$ cat config.mk
export PLATFORM = sky130hd
export DESIGN_NAME = dncntr
export DESIGN_NICKNAME = d
export VERILOG_FILES = /design/src/rtl/dncntr_pkg.sv /design/src/rtl/dncntr.sv
export SDC_FILE = /design/constraint.sdc
export NUM_CORES = 1
export LEC_CHECK = 0
export CORE_AREA = 8 8 45 47
export CTS_CLUSTER_SIZE = 28
export DETAILED_ROUTE_END_ITERATION = 10
export DIE_AREA = 0 0 53 55
export PLACE_DENSITY = 0.45
export SLEW_MARGIN = 20
export SYNTH_ARGS = -nofsm -noshare
export SYNTH_HDL_FRONTEND = slang
export SYNTH_SLANG_ARGS = --single-unit
$ cat constraint.sdc
create_clock -name clk -period 1.3 [get_ports clk]
set_input_delay 0.325 -clock clk [delete_from_list [all_inputs] [get_ports clk]]
set_output_delay 0.325 -clock clk [all_outputs]
set_load 0.05 [all_outputs]
$ cat src/rtl/dncntr_pkg.sv
// Shared FSM state encoding for the exercise-set counters.
// The up counter imports the same constants.
package dncntr_pkg;

    typedef enum logic [1:0] {
        ST_IDLE  = 2'd0,
        ST_COUNT = 2'd1,
        ST_DONE  = 2'd2
    } state_e;

endpackage

$ cat src/rtl/dncntr.sv
// Loadable synchronous down counter with terminal-count, underflow and busy flags.
// WRAP selects wrap-to-RELOAD on underflow or stopping at zero in ST_DONE.
module dncntr
    import dncntr_pkg::*;
#(
    parameter int unsigned      WIDTH  = 2,
    parameter logic [WIDTH-1:0] RELOAD = {WIDTH{1'b1}},
    parameter bit               WRAP   = 1'b1
) (
    input  logic             clk,
    input  logic             reset,
    input  logic             in,
    input  logic             load,
    input  logic [WIDTH-1:0] load_val,
    output logic [WIDTH-1:0] count,
    output logic             out,
    output logic             uflow,
    output logic             busy
);

    state_e           state_q, state_d;
    logic [WIDTH-1:0] count_d;
    logic             uflow_d;

    always_comb begin
        state_d = state_q;
        count_d = count;
        uflow_d = 1'b0;
        if (load) begin
            // load_val==0 still parks in IDLE; the next enable decides wrap or DONE
            state_d = ST_IDLE;
            count_d = load_val;
        end else begin
            case (state_q)
                ST_IDLE, ST_COUNT: begin
                    if (in) begin
                        if (count == '0) begin
                            if (WRAP) begin
                                count_d = RELOAD;
                                uflow_d = 1'b1;
                                state_d = ST_COUNT;
                            end else begin
                                state_d = ST_DONE;
                            end
                        end else begin
                            count_d = count - 1'b1;
                            state_d = (!WRAP && count_d == '0) ? ST_DONE : ST_COUNT;
                        end
                    end
                end
                ST_DONE: begin
                    state_d = ST_DONE;
                end
                default: begin
                    state_d = ST_IDLE;
                end
            endcase
        end
    end

    // Flags come from next-state values so they move on the same edge as count.
    always_ff @(posedge clk) begin
        if (reset) begin
            state_q <= ST_IDLE;
            count   <= RELOAD;
            out     <= (RELOAD == '0);
            uflow   <= 1'b0;
            busy    <= 1'b0;
        end else begin
            state_q <= state_d;
            count   <= count_d;
            out     <= (count_d == '0);
            uflow   <= uflow_d;
            busy    <= (state_d == ST_COUNT);
        end
    end

endmodule
# After elaboration in Yosys (flattened, before gate mapping)
# Index checks and enable logic that the tools add are counted.
# totals
ff_bits	7
latchBits	0
mem_bits_rw	0
mem_bits_ro	0
inputBits	6
elab_cells	24
mem_count	0
# classes
n_addsub	1
n_mul	0
div	0
magnitude_cmp	0
n_eq_ne	3
shifts	0
n_mux	8
n_bitwise	2
n_reduce_logical	5
# op_table
op	n
2-bit 2-to-1 mux	6
2-bit logical NOT	3
2-bit by 1-bit equality test with 1-bit output, second input constant	2
2-bit case mux with 2 select lines	1
4-bit OR reduction	1
2-bit equality test, second input constant	1
1-bit NOT	2
2-bit OR reduction	1
2-bit by 1-bit subtractor with 2-bit output, second input constant	1
1-bit 2-to-1 mux	1

# Longest topological paths before layout
# Gate-level depths: netlist of run 1.
# depth
word_depth	6
mapped_depth	5

# Worst setup path after synthesis of run 1
# OpenSTA, ideal clock, no wires.
# synth_path
path_type	register to register
from	register count[0]
to	register count[1]
arrival_ns	1.510
setup_slack_ns	-0.346
path_stages_with_launch	6
period_less_slack_ns	1.646
path_cell_list	dfxtp_1 -> inv_1 -> ha_1 -> nor2_1 -> a221oi_1 -> o31ai_1
# synth_between
elab_chain_len	5
elab_cells_between_ends	6
cone_classes	add/sub: 1; mux: 4; reduce/logical: 1
# synth_rtl
element	line	text
start: declaration	dncntr.sv:15	output logic [WIDTH-1:0] count,
start signal: assignment	dncntr.sv:71	count <= count_d;
2-bit by 1-bit subtractor with 2-bit output or 2-bit logical NOT (tied branches)	dncntr.sv:46, dncntr.sv:37	
2-bit 2-to-1 mux *	dncntr.sv:37	if (count == '0) begin
2-bit 2-to-1 mux *	dncntr.sv:36	if (in) begin
2-bit 2-to-1 mux *	dncntr.sv:34	case (state_q)
2-bit 2-to-1 mux *	dncntr.sv:29	if (load) begin
# Every way passes the cells marked *; elsewhere a longest branch is shown, timed or not.
# A chain may end at the register's enable or synchronous reset.

# Worst setup path in the final report of run 1
# layout_path
from	register count[0]
to	output port count[0]
# No word-level cell between the ends.

==> impl_metrics.py, run 1 <==
metrics = {
    "timing": {
        "hold_slack_ns": 0.464,
        "final_hold_viol_count": 0,
        "finalCritPeriodShare_pct": 92.7,
        "rsz0062_at_grt": "false",
        "setup_viol": 0,
        "relSlewSlack_pct": 78.6,
        "finalCriticalPeriod_ns": 1.20,
        "fin_skew_ns": 0.00317,
        "drv_slew": 0,
        "fmax_ghz": 0.830,
        "worst-slew-pin-transition_ns": 0.318,
    },
    "global_routing": {
        "grt_util_met3_pct": 3.48,
        "grt.total_usage_pct": 5.80,
        "antenna_found_initial": 0,
        "grt_busiest_layer": "met4",
        "grtUsageMet1_pct": 5.03,
        "overflow": 0,
        "grt_util_met2_pct": 7.62,
        "grt_max_degree": 6,
        "grt_pass1_wl_mm": 1.09,
        "grt_pass1_vias": 255,
    },
    "die": {
        "die_x_um": 53,
        "start_util_pct": 21.2,
        "ios": 11,
        "rows": 14,
        "die_h_um": 55,
        "core_area_sq_um": 1380,
        "die_area_sq_um": 2920,
    },
    "synth": {
        "synthTopCellsByArea": "dfxtp_1, o21a_1, nor2b_4",
        "synth_edf_count": 0,
        "yosys.area.top_type": "dfxtp_1",
        "syn-mean-instance-area_sq_um": 10.9,
        "yosys-top-cells-count": "dfxtp_1, inv_1, nor2_1, nor3_1, o21a_1",
        "synthCells": 27,
        "synth_seq_area_share_pct": 47.7,
        "yosys.cell_count.top_type": "dfxtp_1",
        "synth_area_sq_um": 294,
        "ys_ff_latch": 7,
        "yosysWarnings": 0,
        "synth_ff_type": "dfxtp_1",
        "ys_types": 17,
        "synth_top_area_share_pct": 47.7,
        "async_reset_ff_share_pct": 0,
        "synth_fp_nets": 34,
    },
    "critical_path": {
        "crit_required_ns": 0.98,
        "worstPathMaxFanout": 4,
        "worstReg2RegStart": "count[1]",
        "r2r_cells": 5,
        "rr_endpoint": "out",
        "worstSetupEndpoint": "count[0]",
        "critPathMaxStageDelay_ns": 0.33,
        "path_class": "reg2out",
        "arrival_ns": 0.88,
        "path_cells": "buf_4 -> buf_12",
        "worst-r2r-setup-slack_ns": 0.1,
        "crit_path_start_kind": "flip-flop",
        "endpoint_kind": "primary output",
        "cp-startpoint": "count[0]",
        "crit_slowest_cell": "dfxtp_4",
    },
    "drt": {
        "dr.pass1.iters": 2,
        "ant_nets": 0,
        "vias": 287,
        "vias_per_cell": 4.42,
        "wl_um": 717,
        "routedWlPerCell_um": 11.0,
        "drcViolationCount": 0,
        "drt_iter0_drc": 6,
    },
    "worst_hold_path": {
        "hold_class": "reg2reg",
    },
    "cells_and_area": {
        "syn_to_final_growth_pct": 91.1,
        "final_cell_area_sq_um": 562,
        "nNetsFinal": 57,
        "fin_util_pct": 40.6,
        "n_antenna_cell": 0,
        "drive_above_1_share_pct": 49.0,
    },
    "cts": {
        "cts_tree": "done",
        "cts.sinks": 7,
        "clkSlewWorstSetupHoldPaths_ns": 0.05,
        "cts_setup_buffers": 0,
        "clkLatencyLatePin_ns": 0.26,
        "cts_root_buffer": "clkbuf_4",
        "htreeDepth": 1,
        "ctsLongestPathBuffers": 2,
        "cts_buffers": 3,
    },
    "power": {
        "ir_worst_vdd_v": 0.000349,
        "powerDensity_nw_per_um2": 1050,
        "p_leak_nw": 0.264,
    },
    "placed_design": {
        "place_congestion": 0.794,
        "port-buffer-count": 10,
        "dpl.hpwl_um": 618,
        "dpl_cell_area_sq_um": 538,
    },
    "status": {
        "outcome": "finished, final reports clean",
    },
    "job": {
        "max-cap-violations": 0,
    },
}
==> routing by layer <==
layer	vias up	wire, um
li1	145	-
met1	128	274
met2	9	317
met3	5	86
met4	0	38
met5	-	0
==> per-stage QoR <==
stage | power, mW | TNS [ns] | setup WS [ns] | cells
2_1_floorplan | 0.305 | 0 | 0.0165 | 27
3_3_place_gp | 0.392 | -1.83 | -0.343 | 61
3_5_place_dp | 0.394 | -1.83 | -0.355 | 61
4_1_cts | 0.598 | 0 | 0.0660 | 65
5_1_grt | 0.616 | 0 | 0.0162 | 65
6_report | 0.591 | 0 | 0.0951 | 65
==> kinds of logic (layout without fill, tap and decap cells) <==
family                     after synthesis  count (layout)  share of synthesized area [%]
muxes                                    1               1                           3.83
adders and majority gates                1               1                           4.25
DFF                                      7               7                           47.7
AOI/OAI and AO/OA                        5               5                           14.0
and+or+nand+nor                         10              10                           25.1
buffers and inverters                    3              25                           5.11
==> worst max-delay path: cells and delay by family (launching register included) <==
kind,cells,cell delay [ns]
buffers and inverters,2,0.29
DFF,1,0.33
==> placed cells by master, fill, tap and decap left out, types with 2 or more instances in the layout <==
cell,synthesis,final
inv_1,2,2
o21a_1,2,2
dfxtp_4,0,2
clkbuf_4,0,3
dfxtp_1,7,5
dlygate4sd2_1,0,2
clkdlybuf4s50_1,0,3
buf_4,1,9
nor3_1,2,2
nor2_1,2,2
buf_12,0,5
==> flip-flops by register name (all words and copies together) (netlist names) <==
name     flops
count        2
state_q      2
uflow        1
busy         1
out          1
==> how the worst min path moves through the flow <==
stage	start	depth (start not counted)	end
CTS	state_q[0]	1	state_q[1]
global route	state_q[0]	1	state_q[1]
floorplan	reset	1	state_q[1]
global placement	state_q[0]	1	state_q[1]
finish	state_q[0]	1	state_q[1]
detailed placement	state_q[0]	1	state_q[1]
==> final cells by class <==
class | count | area [sq um]
multi-input cells | 17 | 145
fillers | 144 | 822
clock buffers | 4 | 26.3
flip-flops and latches | 7 | 148
well taps | 16 | 20.0
repair buffers | 19 | 215
inverters | 2 | 7.51
==> power by group <==
group	leakage, nW	total (mW)	internal, mW	switching [mW]
clock network	0.0150	0.206	0.118	0.0883
logic	0.191	0.150	0.0822	0.0679
registers	0.0579	0.235	0.225	0.00906
==> repair_timing <==
| item | CTS | global route |
|---|---|---|
| hold buffers | 0 | 0 |
| pin swaps | 0 | 2 |
| gates resized for setup | 2 | 0 |
| setup endpoints to repair | 4 | 2 |
No activity file was read; power rests on OpenSTA's default activity.
==> run 2: changes to the inputs <==
Settings changed: CTS_BUF_LIST from default to sky130_fd_sc_hd__clkbuf_8.
==> run 2 against run 1 <==
Net effect:
- cell area increased by 3.3%
- hold slack got worse by 0.00065 ns
- sequential power barely moved
- via count up 0.35%
- register-to-register slack about the same
- highest routed layer unchanged
- fmax fell by 2.0%
- setup slack lost 0.024 ns
- critical endpoint is now uflow
==> impl_metrics.py, run 2 (same netlist as run 1, synthesis figures left out) <==
metrics = {
    "drt": {
        "vias_per_cell": 4.43,
        "routedWlPerCell_um": 11.1,
        "drt_iter0_drc": 3,
        "vias": 288,
        "ant_nets": 0,
        "wl_um": 724,
        "dr.pass1.iters": 2,
        "drcViolationCount": 0,
    },
    "global_routing": {
        "grt.total_usage_pct": 5.80,
        "grt_pass1_vias": 255,
        "grt_pass1_wl_mm": 1.09,
        "overflow": 0,
        "antenna_found_initial": 0,
        "grt_max_degree": 6,
    },
    "die": {
        "start_util_pct": 21.2,
        "ios": 11,
        "rows": 14,
        "die_x_um": 53,
        "core_area_sq_um": 1380,
        "die_h_um": 55,
        "die_area_sq_um": 2920,
    },
    "cells_and_area": {
        "layout.cells.non_filler": 65,
        "reg_top3": "count (2), state_q (2)",
        "layout_common_cells": "buf_4, dfxtp_1, buf_12",
        "syn_to_final_growth_pct": 97.4,
        "final_common_cell": "buf_4",
        "n_antenna_cell": 0,
        "drive_above_1_share_pct": 49.0,
        "nNetsFinal": 57,
        "final_cell_area_sq_um": 581,
    },
    "cts": {
        "clkLatencyLatePin_ns": 0.23,
        "cts_root_buffer": "clkbuf_8",
        "ctsLongestPathBuffers": 2,
        "clkSlewWorstSetupHoldPaths_ns": 0.04,
        "cts_buffers": 3,
        "cts.sinks": 7,
        "htreeDepth": 1,
        "cts_tree": "done",
    },
    "worst_hold_path": {
        "hold_class": "reg2reg",
    },
    "status": {
        "outcome": "finished, final reports clean",
    },
    "placed_design": {
        "place_congestion": 0.794,
        "dpl_cell_area_sq_um": 538,
        "dpl.hpwl_um": 618,
        "port-buffer-count": 10,
        "dp_cells": 61,
    },
    "critical_path": {
        "crit_required_ns": 1.47,
        "arrival_ns": 1.40,
        "path_class": "in2reg",
        "worstPathMaxFanout": 3,
        "endpoint_kind": "flip-flop",
        "crit_path_start_kind": "input port",
    },
    "power": {
        "powerDensity_nw_per_um2": 1190,
        "ir_worst_vdd_v": 0.000367,
        "p_leak_nw": 0.275,
        "power_mw": 0.690,
    },
    "timing": {
        "fmax_ghz": 0.814,
        "relSlewSlack_pct": 78.8,
        "finalCritPeriodShare_pct": 94.5,
        "final_hold_viol_count": 0,
        "fin_skew_ns": 0.00282,
        "worst-slew-pin-transition_ns": 0.316,
        "rsz0062_at_grt": "false",
        "finalCriticalPeriod_ns": 1.23,
        "setup_viol": 0,
        "drv_slew": 0,
        "setup_tns_ns": 0,
    },
    "job": {
        "max-cap-violations": 0,
    },
}
run 2: cell types whose count changed in the layout (fill, tap and decap cells not counted), sizes merged:
cell,before,now
clkbuf,4,3
inv,2,3
run 2: timing repair:
item	4_1_cts	5_1_grt
gates resized for setup	2	0
hold buffers	0	0
pin swaps	0	2
setup endpoints to repair	6	2
buffers inserted	0	0
run 2: cell type report:
cell class	count	area, sq um
clock buffers	3	41.3
clock inverters	1	3.75
well taps	16	20.0
multi-input cells	17	145
inverters	2	7.51
fillers	139	803
repair buffers	19	215
flip-flops and latches	7	148
run 2: per-layer routing:
| layer | up-vias | routed length, um | GRT usage, % |
|---|---|---|---|
| li1 | 146 | - | - |
| met5 | - | 0 | 0 |
| met4 | 0 | 38 | 9.05 |
| met3 | 5 | 89 | 3.48 |
| met2 | 9 | 315 | 7.62 |
| met1 | 128 | 280 | 5.03 |
run 2: path summary, 6_finish.rpt:
path | startpoint | end | slack, ns | depth (start not counted)
max reg2reg | count[1] | out | 0.11 | 5
max | reset | uflow | 0.07 | 4
min | state_q[0] | state_q[1] | 0.46 | 1
min reg2reg | state_q[0] | state_q[1] | 0.46 | 1
run 2: worst max-delay path, stage by stage:
cell and delay, ns:
clkdlybuf4s50_1 0.44, buf_4 0.15, nor3_1 0.25, and3_2 0.23
run 2: report_power, final:
part | internal, mW | leakage (nW) | switching, mW | total [mW]
clock network | 0.205 | 0.0269 | 0.0992 | 0.304
logic | 0.0822 | 0.191 | 0.0681 | 0.150
registers | 0.226 | 0.0579 | 0.00907 | 0.236
total | 0.513 | 0.275 | 0.176 | 0.690
run 2: stage by stage:
step	worst slack, ns	util, %	hold WS (ns)
floorplan	0.0165	-	0.402
detailed placement	-0.355	38.9	0.457
CTS	0.0625	42.0	0.466
finish	0.0711	42.0	0.463
global route	0.00434	42.0	0.475
global placement	-0.343	38.9	0.452
==> run 3: changes to the inputs <==
Settings changed: CORE_AREA 8 8 45 47 to 2 2 39 41, DIE_AREA 0 0 53 55 to 0 0 41 43.
==> run 3 against run 2 <==
Net effect:
- sequential cell count stayed put
- cell area stayed put
- largest cell class unchanged
- highest routed layer unchanged
- fmax is 0.17% lower
==> impl_metrics.py, run 3 (same netlist as run 1, synthesis figures left out) <==
metrics = {
    "timing": {
        "hold_slack_ns": 0.458,
        "relSlewSlack_pct": 79.0,
        "finalCritPeriodShare_pct": 94.7,
        "final_hold_viol_count": 0,
        "fin_skew_ns": 0.000827,
        "setup_tns_ns": 0,
        "setup_slack_ns": 0.0690,
        "fmax_ghz": 0.812,
        "rsz0062_at_grt": "false",
        "drv_slew": 0,
        "worst-slew-pin-transition_ns": 0.312,
        "finalCriticalPeriod_ns": 1.23,
        "setup_viol": 0,
    },
    "cells_and_area": {
        "drive_above_1_share_pct": 49.0,
        "reg_top3": "count (2), state_q (2)",
        "fin_util_pct": 42.0,
        "multi_input_area_sq_um": 145,
        "nNetsFinal": 57,
        "fillers": 137,
        "layout_common_cells": "buf_4, dfxtp_1, buf_12",
        "n_antenna_cell": 0,
        "final_common_cell": "buf_4",
        "layout.cells.non_filler": 65,
        "regArea_sq_um": 148,
        "final_cell_area_sq_um": 581,
        "syn_to_final_growth_pct": 97.4,
    },
    "drt": {
        "drcViolationCount": 0,
        "vias_per_cell": 4.29,
        "wl_um": 683,
        "vias": 279,
        "drt_iter0_drc": 0,
        "ant_nets": 0,
        "routedWlPerCell_um": 10.5,
        "dr.pass1.iters": 1,
    },
    "placed_design": {
        "dpl.hpwl_um": 528,
        "dpl_cell_area_sq_um": 523,
        "port-buffer-count": 10,
        "dp_cells": 59,
        "place_congestion": 0.755,
        "post-place-ws_ns": -0.394,
    },
    "global_routing": {
        "grt_pass1_wl_mm": 1.13,
        "overflow": 0,
        "grt_util_met3_pct": 6.28,
        "antenna_found_initial": 0,
        "grt_pass1_vias": 281,
        "grtUsageMet1_pct": 10.7,
        "grt_max_degree": 8,
        "grt.total_usage_pct": 10.5,
        "grt_busiest_layer": "met2",
        "grt_util_met2_pct": 13.8,
    },
    "die": {
        "die_x_um": 41,
        "die_area_sq_um": 1760,
        "ios": 11,
        "core_area_sq_um": 1380,
        "start_util_pct": 21.2,
        "die_h_um": 43,
        "rows": 14,
    },
    "cts": {
        "clkSlewWorstSetupHoldPaths_ns": 0.04,
        "clkLatencyLatePin_ns": 0.22,
        "htreeDepth": 1,
        "ctsLongestPathBuffers": 2,
        "cts_root_buffer": "clkbuf_8",
        "cts.sinks": 7,
        "cts_tree": "done",
        "cts_buffers": 3,
    },
    "worst_hold_path": {
        "hold_class": "reg2reg",
    },
    "critical_path": {
        "crit_required_ns": 1.47,
        "endpoint_kind": "flip-flop",
        "worstPathMaxFanout": 3,
        "path_class": "reg2reg",
        "arrival_ns": 1.40,
        "crit_path_start_kind": "flip-flop",
    },
    "job": {
        "max-cap-violations": 0,
    },
    "power": {
        "power_mw": 0.686,
        "powerDensity_nw_per_um2": 1180,
        "ir_worst_vdd_v": 0.000421,
        "p_leak_nw": 0.274,
    },
    "status": {
        "outcome": "finished, final reports clean",
    },
}
## run 3: cell counts in the layout (fill, tap and decap cells not counted)
Identical to the previous run, type by type.
## run 3: cell type report
type                            count  area share [%]
Multi-Input combinational cell     17            25.0
Tap cell                           16            3.45
Clock inverter                      1           0.647
Timing Repair Buffer               19            37.1
Clock buffer                        3            7.11
Inverter                            2            1.29
Sequential cell                     7            25.4
## run 3: routing by layer
metal / vias up / wire [um]
met5: - / 0
met4: 0 / 12
met3: 2 / 45
met2: 9 / 351
met1: 127 / 273
li1: 141 / -
## run 3: worst paths after layout
| check | start | to | slack, ns | cells past startpoint |
|---|---|---|---|---|
| max reg2reg | count[1] | out | 0.07 | 5 |
| min | state_q[0] | state_q[1] | 0.46 | 1 |
| max | count[1] | out | 0.07 | 5 |
| min reg2reg | state_q[0] | state_q[1] | 0.46 | 1 |
## run 3: critical path, cell delays in order (launching register included)
cell      delay (ns)
dfxtp_4         0.34
inv_1           0.05
ha_1            0.26
nor2_1          0.05
a221oi_2        0.29
o211a_1         0.19
## run 3: where the power goes
part / leakage [nW] / internal (mW) / total, mW / switching, mW
clock network: 0.0269 / 0.204 / 0.297 / 0.0934
logic: 0.189 / 0.0833 / 0.154 / 0.0705
registers: 0.0579 / 0.226 / 0.234 / 0.00796
total: 0.274 / 0.514 / 0.686 / 0.172
## run 3: timing repair
item / 4_1_cts / 5_1_grt
gates resized for setup: 2 / 0
pin swaps: 1 / 1
hold buffers: 0 / 0
endpoints found under the setup margin: 6 / 2
buffers inserted: 1 / 1
